### src/rtl/cpu_ctrl_pkg.sv
// Shared constants for the 8-bit CPU sequential control unit.
// Holds FSM state codes, opcode encodings and instruction field widths.
package cpu_ctrl_pkg;

    localparam int OPC_W = 3;

    localparam logic [2:0] S_FETCH     = 3'd0;
    localparam logic [2:0] S_DECODE    = 3'd1;
    localparam logic [2:0] S_EXECUTE   = 3'd2;
    localparam logic [2:0] S_MEMORY    = 3'd3;
    localparam logic [2:0] S_WRITEBACK = 3'd4;
    localparam logic [2:0] S_HALT      = 3'd5;

    localparam logic [OPC_W-1:0] OP_LDA = 3'b000;
    localparam logic [OPC_W-1:0] OP_LDB = 3'b001;
    localparam logic [OPC_W-1:0] OP_STA = 3'b010;
    localparam logic [OPC_W-1:0] OP_ALU = 3'b011;
    localparam logic [OPC_W-1:0] OP_JMP = 3'b100;
    localparam logic [OPC_W-1:0] OP_JZ  = 3'b101;
    localparam logic [OPC_W-1:0] OP_NOP = 3'b110;
    localparam logic [OPC_W-1:0] OP_HLT = 3'b111;

    function automatic logic op_is_mem(input logic [OPC_W-1:0] op);
        return (op == OP_LDA) || (op == OP_LDB) || (op == OP_STA);
    endfunction

endpackage

### src/rtl/mem_wait_timer.sv
// Counts memory wait cycles and flags the cycle that reaches the timeout.
// Ports: clk, reset_n, clr_i (zero count), en_i (count a wait cycle), timeout_o.
module mem_wait_timer #(
    parameter int TIMEOUT = 15
) (
    input  logic clk,
    input  logic reset_n,
    input  logic clr_i,
    input  logic en_i,
    output logic timeout_o
);

    localparam int W = (TIMEOUT < 2) ? 1 : $clog2(TIMEOUT);
    localparam logic [W-1:0] LAST = W'(TIMEOUT - 1);

    logic [W-1:0] cnt_q, cnt_d;

    // The TIMEOUT-th consecutive wait cycle is the one that times out.
    assign timeout_o = en_i && (cnt_q == LAST);

    always_comb begin
        cnt_d = cnt_q;
        if (clr_i) begin
            cnt_d = '0;
        end else if (en_i) begin
            cnt_d = cnt_q + W'(1);
        end
    end

    always_ff @(posedge clk or negedge reset_n) begin
        if (!reset_n) begin
            cnt_q <= '0;
        end else begin
            cnt_q <= cnt_d;
        end
    end

endmodule

### src/rtl/cpu_control_seq.sv
// Sequential control unit: owns the FSM, decodes IR and drives datapath
// strobes, with memory wait timeout, stall, halt/resume and retire counter.
// Ports: clk, reset_n, instr, zf, mem_ready, stall, resume in;
//        state, PC/addr/mem/ALU/register strobes, halt, fault, retired out.
module cpu_control_seq
    import cpu_ctrl_pkg::*;
#(
    parameter int INSTR_W     = 8,
    parameter int OFFSET_W    = 4,
    parameter int ALU_OP_W    = 3,
    parameter int MEM_TIMEOUT = 15,
    parameter int CNT_W       = 16
) (
    input  logic                clk,
    input  logic                reset_n,
    input  logic [INSTR_W-1:0]  instr,
    input  logic                zf,
    input  logic                mem_ready,
    input  logic                stall,
    input  logic                resume,
    output logic [2:0]          state,
    output logic                pc_we,
    output logic                pc_sel,
    output logic                pc_jmp_sel,
    output logic [OFFSET_W-1:0] pc_offset,
    output logic                addr_sel,
    output logic [OFFSET_W-1:0] addr_offset,
    output logic                mem_sel,
    output logic                mem_we,
    output logic                mem_req,
    output logic [ALU_OP_W-1:0] alu_opcode,
    output logic                alu_sel_a,
    output logic                alu_sel_b,
    output logic                alu_we,
    output logic                zf_we,
    output logic                ir_we,
    output logic                a_sel,
    output logic                a_we,
    output logic                b_sel,
    output logic                b_we,
    output logic                halt,
    output logic                fault,
    output logic [CNT_W-1:0]    retired
);

    logic [2:0]       state_q, state_d;
    logic             fault_q, fault_d;
    logic [CNT_W-1:0] retired_q, retired_d;
    logic             retire;
    logic             hold;
    logic             waiting;
    logic             tmr_clr;
    logic             timeout;

    logic [OPC_W-1:0]    opc;
    logic [OFFSET_W-1:0] off;
    logic [ALU_OP_W-1:0] aop;
    logic                unused_instr;

    assign opc = instr[INSTR_W-1 -: OPC_W];
    assign off = instr[OFFSET_W-1:0];
    assign aop = instr[ALU_OP_W-1:0];
    assign unused_instr = ^instr;

    // Stall freezes everything except HALT, where only resume matters.
    assign hold = stall && (state_q != S_HALT);
    assign waiting = !hold && !mem_ready &&
                     ((state_q == S_FETCH) || (state_q == S_MEMORY));
    assign tmr_clr = !hold && (mem_ready || (state_d != state_q));

    mem_wait_timer #(
        .TIMEOUT(MEM_TIMEOUT)
    ) u_timer (
        .clk      (clk),
        .reset_n  (reset_n),
        .clr_i    (tmr_clr),
        .en_i     (waiting),
        .timeout_o(timeout)
    );

    always_comb begin
        state_d = state_q;
        fault_d = fault_q;
        retire  = 1'b0;
        if (!hold) begin
            unique case (state_q)
                S_FETCH: begin
                    if (mem_ready) begin
                        state_d = S_DECODE;
                    end else if (timeout) begin
                        state_d = S_HALT;
                        fault_d = 1'b1;
                    end
                end
                S_DECODE: begin
                    if (opc == OP_HLT) begin
                        state_d = S_HALT;
                        retire  = 1'b1;
                    end else if (opc == OP_NOP) begin
                        state_d = S_FETCH;
                        retire  = 1'b1;
                    end else if (op_is_mem(opc)) begin
                        state_d = S_MEMORY;
                    end else begin
                        state_d = S_EXECUTE;
                    end
                end
                S_EXECUTE: begin
                    state_d = S_FETCH;
                    if (opc == OP_ALU) begin
                        state_d = S_WRITEBACK;
                    end else if ((opc == OP_JMP) || (opc == OP_JZ)) begin
                        retire = 1'b1;
                    end
                end
                S_MEMORY: begin
                    if (mem_ready) begin
                        state_d = S_FETCH;
                        if (opc == OP_STA) begin
                            retire = 1'b1;
                        end else if ((opc == OP_LDA) || (opc == OP_LDB)) begin
                            state_d = S_WRITEBACK;
                        end
                    end else if (timeout) begin
                        state_d = S_HALT;
                        fault_d = 1'b1;
                    end
                end
                S_WRITEBACK: begin
                    state_d = S_FETCH;
                    retire  = 1'b1;
                end
                S_HALT: begin
                    if (resume) begin
                        state_d = S_FETCH;
                    end
                end
                default: state_d = S_FETCH;
            endcase
        end
        retired_d = retired_q + CNT_W'(retire);
    end

    always_ff @(posedge clk or negedge reset_n) begin
        if (!reset_n) begin
            state_q   <= S_FETCH;
            fault_q   <= 1'b0;
            retired_q <= '0;
        end else begin
            state_q   <= state_d;
            fault_q   <= fault_d;
            retired_q <= retired_d;
        end
    end

    assign state   = state_q;
    assign fault   = fault_q;
    assign retired = retired_q;
    assign halt    = reset_n && (state_q == S_HALT);

    always_comb begin
        pc_we       = 1'b0;
        pc_sel      = 1'b0;
        pc_jmp_sel  = 1'b0;
        pc_offset   = '0;
        addr_sel    = 1'b0;
        addr_offset = '0;
        mem_sel     = 1'b0;
        mem_we      = 1'b0;
        mem_req     = 1'b0;
        alu_opcode  = '0;
        alu_sel_a   = 1'b0;
        alu_sel_b   = 1'b0;
        alu_we      = 1'b0;
        zf_we       = 1'b0;
        ir_we       = 1'b0;
        a_sel       = 1'b0;
        a_we        = 1'b0;
        b_sel       = 1'b0;
        b_we        = 1'b0;
        if (reset_n) begin
            unique case (state_q)
                S_FETCH: begin
                    mem_req = 1'b1;
                    if (mem_ready) begin
                        ir_we = 1'b1;
                        pc_we = 1'b1;
                    end
                end
                S_EXECUTE: begin
                    if (opc == OP_ALU) begin
                        alu_opcode = aop;
                        alu_we     = 1'b1;
                        zf_we      = 1'b1;
                    end else if ((opc == OP_JMP) || (opc == OP_JZ)) begin
                        pc_we     = (opc == OP_JMP) ? 1'b1 : zf;
                        pc_sel    = 1'b1;
                        pc_offset = off;
                    end
                end
                S_MEMORY: begin
                    mem_req     = 1'b1;
                    addr_sel    = 1'b1;
                    addr_offset = off;
                    mem_sel     = 1'b1;
                    mem_we      = (opc == OP_STA);
                end
                S_WRITEBACK: begin
                    if (opc == OP_LDA) begin
                        a_sel = 1'b1;
                        a_we  = 1'b1;
                    end else if (opc == OP_LDB) begin
                        b_sel = 1'b1;
                        b_we  = 1'b1;
                    end else if (opc == OP_ALU) begin
                        a_we = 1'b1;
                    end
                end
                default: ;
            endcase
            // Stalled or abandoned (timed-out) cycles must not commit anything.
            if (hold || timeout) begin
                mem_req = 1'b0;
                mem_we  = 1'b0;
                pc_we   = 1'b0;
                ir_we   = 1'b0;
                alu_we  = 1'b0;
                zf_we   = 1'b0;
                a_we    = 1'b0;
                b_we    = 1'b0;
            end
        end
    end

endmodule

### config.mk
export PLATFORM = sky130hd
export DESIGN_NAME = cpu_control_seq
export DESIGN_NICKNAME = d
export VERILOG_FILES = /design/src/rtl/cpu_ctrl_pkg.sv /design/src/rtl/mem_wait_timer.sv /design/src/rtl/cpu_control_seq.sv
export SDC_FILE = /design/constraint.sdc
export NUM_CORES = 1
export LEC_CHECK = 0
export CAP_MARGIN = 30
export CORE_MARGIN = 1.5
export CORE_UTILIZATION = 44
export CTS_CLUSTER_SIZE = 30
export DETAILED_ROUTE_END_ITERATION = 8
export PLACE_DENSITY = 0.79
export SETUP_SLACK_MARGIN = 0.5
export SYNTH_ARGS = -nofsm -noshare
export SYNTH_HDL_FRONTEND = slang
export SYNTH_SLANG_ARGS = --single-unit
### constraint.sdc
create_clock -name clk -period 3.5 [get_ports clk]
set_clock_uncertainty 0.1 [all_clocks]
set_input_delay 0.35 -clock clk [delete_from_list [all_inputs] [get_ports clk]]
set_output_delay 0.35 -clock clk [all_outputs]
set_load 0.005 [all_outputs]
# After elaboration in Yosys (flattened, before gate mapping)
# Cells that the tools add are included.
# op_classes
n_addsub	2
n_eq_ne	15
mux	69
n_bitwise	2
reduce_logical	19
# ops
cell	count
$mux 1	45
$mux 3	12
$mux 4	8
$eq 3x3->1 const B	6
$add 16x1->16	1
$pmux 3 s5	1
$eq 3x2->1 const B	4
$eq 3x1->1 const B	2
$logic_and 1x1->1	6
$logic_not 3->1	2
$logic_or 1x1->1	6
$add 4x1->4 const B	1
$eq 4x4->1 const B	1
$pmux 1 s4	1
$reduce_and 4->1	1
$ne 3x3->1	1
$ne 3x3->1 const B	1
$logic_not 1->1	2
$mux 2	1
$not 1->1	2
$pmux 1 s2	1
$reduce_bool 2->1	1
$reduce_or 2->1	1
# totals
ff_bits	24
output_inout_bits	48

# Logic depth before layout (Yosys ltp)
# depth
ltp_word	14
ltp_mapped	12
depth_no_buf	11

# By module
# From an unflattened synthesis, not the netlist that was laid out.
# unflattened
cells_unflattened	175
area_unflattened_um2	1567.8
# modules_own_cells
mod	n_inst	cells_per_inst	area_per_inst_um2
cpu_control_seq	1	155	1345.0
mem_wait_timer	1	20	222.7

# Worst setup path before layout
# OpenSTA, ideal clock, no wires.
# synth_timing
kind	register to register
startpoint	register state_q[0], in the netlist state[0]
endpoint	register retired_q[13], in the netlist retired[13]
setup_ps	123
arrival_time_ps	2360
t_required_ps	3277
setup_slack_ps	917
stages_incl_launch_ff	11
cell_sequence	dfrtp_1 > clkbuf_1 > and2b_1 > nand4_1 > or2_0 > a31oi_1 > ha_1 > and4_1 > nor3b_1 > nand3_1 > xnor2_1
# synth_between
elab_chain_cells	4
# synth_rtl
element	line	text
start, declared	cpu_control_seq.sv:46	logic [2:0] state_q, state_d;
start signal, assigned	cpu_control_seq.sv:150	state_q <= state_d;
$eq 3x3->1 (tied with other cells)	cpu_control_seq.sv:86	unique case (state_q)
$pmux 1 s4 or $logic_and 1x1->1 (tied branches)	cpu_control_seq.sv:86, cpu_control_seq.sv:66	
$mux 1 *	cpu_control_seq.sv:85	if (!hold) begin
$add 16x1->16 *	cpu_control_seq.sv:141	retired_d = retired_q + CNT_W'(retire);
net retired_d[13]	cpu_control_seq.sv:48	logic [CNT_W-1:0] retired_q, retired_d;
end signal, assigned	cpu_control_seq.sv:152	retired_q <= retired_d;
end, declared	cpu_control_seq.sv:48	
# Mark *: on every way through the listed nets, which the timed path passes. The rest lies on a longest branch.
# A chain may end at the register's enable or synchronous reset.

# Final worst setup path
# layout_timing
startpoint	register state_q[0], in the netlist state[0]
endpoint	output port mem_req
# layout_between
elab_chain_cells	9
# layout_rtl
element	line	text
$ne 3x3->1	cpu_control_seq.sv:66	assign hold = stall && (state_q != S_HALT);
$logic_and 1x1->1	cpu_control_seq.sv:66	
$logic_not 1->1	-	
$logic_and 1x1->1 (2 in series)	cpu_control_seq.sv:67	assign waiting = !hold && !mem_ready &&
$logic_and 1x1->1	mem_wait_timer.sv:19	assign timeout_o = en_i && (cnt_q == LAST);
$logic_or 1x1->1	cpu_control_seq.sv:222	if (hold || timeout) begin
$mux 1 *	cpu_control_seq.sv:222	
$mux 1 *	cpu_control_seq.sv:181	if (reset_n) begin
end, declared	cpu_control_seq.sv:30	output logic mem_req,
# Every way passes the cells marked *; elsewhere a longest branch is shown, timed or not.

==> summary.txt <==
Setup path
  – CP bufs+invs: 1
  – CP max stage delay: 0.54 ns
  – Setup crit end kind: primary output
  – Worst path cell trace: and2b_1 -> a21oi_1 -> nand3b_1 -> nor3b_1 -> clkdlybuf4s50_1
  – Req. time, crit path: 3.05 ns
  – Worst path top cell family by delay: simple AND/OR/NAND/NOR gates
  – Arrival time at the worst endpoint: 2.39 ns
  – Slowest cell on crit path: clkdlybuf4s50_1
  – CP Max Fanout: 14
  – Kind of critical path: flop to primary output
  – Startpoint Class: flop

Detailed routing
  – Vias per cell: 5.24
  – DRC violations left: 0
  – Router iterations before antenna repair: 4
  – Final ANT Viol Nets: 0
  – Post-DR wirelength/cell: 12.7 um
  – Drt initial violations: 85
  – Vias: 1,529
  – Drt total wl: 3710 um

Clock tree
  – Num CTS Buffers: 3
  – CTS tree: yes
  – Root buffer cell: clkbuf_8
  – Clock buffer depth: 2
  – H-tree levels: 1
  – Postcts setup bufs: 0
  – Clk Latency, worst-skew pair: 0.26 ns
  – Clock transition at path regs: 0.08 ns
  – Num Clock Sinks: 24

Timing
  – Fin Setup TNS: 0 ns
  – Unrepaired setup endpoints after global routing: false
  – Final worst-path cycle share: 81.2%
  – Setup violations, final: 0
  – Fmax: 352 MHz
  – Final Hold Viols: 0
  – Pins Over Slew Limit: 0
  – Final min period: 2.84 ns
  – Max-Slew Margin vs Limit: 66.8%
  – Least-Margin Pin Slew: 0.496 ns

Floorplanning
  – FP Rows: 22
  – Die Ht: 64.1 um
  – Full die area: 4110 um2
  – Initial core utilization: 45.2%
  – Core Box Area: 3630 um2
  – IO Count: 62
  – DIE WIDTH: 64.1 um

Yosys
  – Syn. warnings: 0
  – Post-Syn Area per Cell: 8.65 um2
  – Mapped Cells: 190
  – Async set or reset register ratio after synthesis: 100%
  – Netlist cell types: 51
  – Post-synth top flop: dfrtp_1
  – Sequential fraction of the synthesis area: 36.6%
  – EDFF count, synth: 0
  – Seq cells post-synth: 24
  – Mapped cell area: 1640 um2

Place
  – RePlAce Congestion: 0.856
  – I/O Buffers: 57
  – Final HPWL DP: 2780 um

Run status
  – Status: finished clean

Min path
  – Min-delay worst type: input pin to async pin

Layout
  – Area Overhead vs Synth: 42.0%
  – Most frequent cells in the layout: clkdlybuf4s50_1 (55), dfrtp_1 (23), nor2_1 (20)
  – N_diodes: 0
  – Most common cell after layout, fill and taps aside: clkdlybuf4s50_1
  – Final Util: 64.2%
  – Layout cells sized above 1: 7.38%
  – Layout net count: 263

GRT
  – Pin count of the biggest net entering global routing: 24
  – Gr ovfl total: 0
  – GRT Total Usage: 18.2%
  – Vias in the first global route: 1,388
  – Initial antenna violation count: 0
  – Wire length of the first global-routing pass: 6110 um

Power and ir drop
  – Final Power: 1.14 mW
  – Peak supply drop: 0.443 mV
  – Leakage power: 1.01 nW
  – Pwr per Cell Area: 487 nW/um2

Flow run
  – Maxcap violations: 0
metal layers:
metal / global-route usage (%) / vias up / share of wire [%]
li1: - / 762 / -
met1: 23.8 / 707 / 45
met2: 30.9 / 56 / 46
met3: 3.87 / 4 / 8.0
met4: 4.52 / 0 / 1.1
met5: 0 / - / 0
cell usage after synthesis, types with 4 or more instances:
| cell type | count | share of area (%) |
|---|---|---|
| ha_1 | 4 | 3.0 |
| nand2_1 | 10 | 2.3 |
| nor2_1 | 20 | 4.6 |
| a21oi_1 | 7 | 2.1 |
| buf_4 | 5 | 2.3 |
| nand3_1 | 14 | 4.3 |
| inv_1 | 9 | 2.1 |
| nand2b_1 | 4 | 1.5 |
| xnor2_1 | 15 | 8.0 |
| and2_1 | 6 | 2.3 |
| and3_1 | 12 | 4.6 |
| dfrtp_1 | 24 | 37 |
| clkbuf_1 | 5 | 1.1 |
| nand4_1 | 4 | 1.5 |
flip-flops by register name, indices dropped and copies added (netlist names):
| signal | count |
|---|---|
| retired | 16 |
| u_timer.cnt_q | 4 |
| state | 3 |
| fault | 1 |
power breakdown:
group	switching, mW	internal, mW
clock network	0.0826	0.153
logic	0.248	0.266
registers	0.0632	0.325
total	0.394	0.743
logic make-up after synthesis:
group,count (synthesis),share of synthesized area [%]
AO/OA/AOI/OAI,28,12.1
XOR/XNOR,18,9.60
adder cells (fa/ha/maj),4,3.05
buffers and inverters,24,6.85
flip-flops,24,36.6
other,1,0.228
AND/OR/NAND/NOR,91,31.6
timing repair:
item	CTS	global route
resized for setup	0	5
hold buffers	0	0
hold endpoints to repair	0	0
endpoints found under the setup margin	0	12
final timing paths:
kind | startpoint | to | slack, ns | cells after the start
min in group clk | fault$_DFFE_PN0P_ | fault$_DFFE_PN0P_ | 0.38 | 1
min reg2reg | fault$_DFFE_PN0P_ | fault$_DFFE_PN0P_ | 0.38 | 1
max in group asynchronous | reset_n | state[0]$_DFF_PN0_ | 2.34 | 2
min | reset_n | state[1]$_DFF_PN0_ | 0.29 | 1
max | state[0]$_DFF_PN0_ | mem_req | 0.66 | 5
max reg2reg | state[0]$_DFF_PN0_ | retired[12]$_DFF_PN0_ | 0.74 | 10
stage by stage:
stage,hold slack (ns),worst slack [ns],cell area [um2],instances
detailed placement,0.371,0.369,2240,288
CTS,0.289,0.531,2310,292
global route,0.291,0.505,2330,292
global placement,0.355,0.432,2240,288
floorplan,-0.0456,0.917,1650,192
finish,0.293,0.657,2330,292
final cells by class:
| type | count | area (um2) |
|---|---|---|
| fill | 330 | 1300 |
| multi-input combinational | 144 | 950 |
| timing repair buffer | 62 | 613 |
| sequential | 24 | 602 |
| tap | 48 | 60.1 |
| clock buffer | 3 | 41.3 |
| inverter | 10 | 37.5 |
| clock inverter | 1 | 30.0 |
Note: power is estimated with default switching activity, not from simulation.
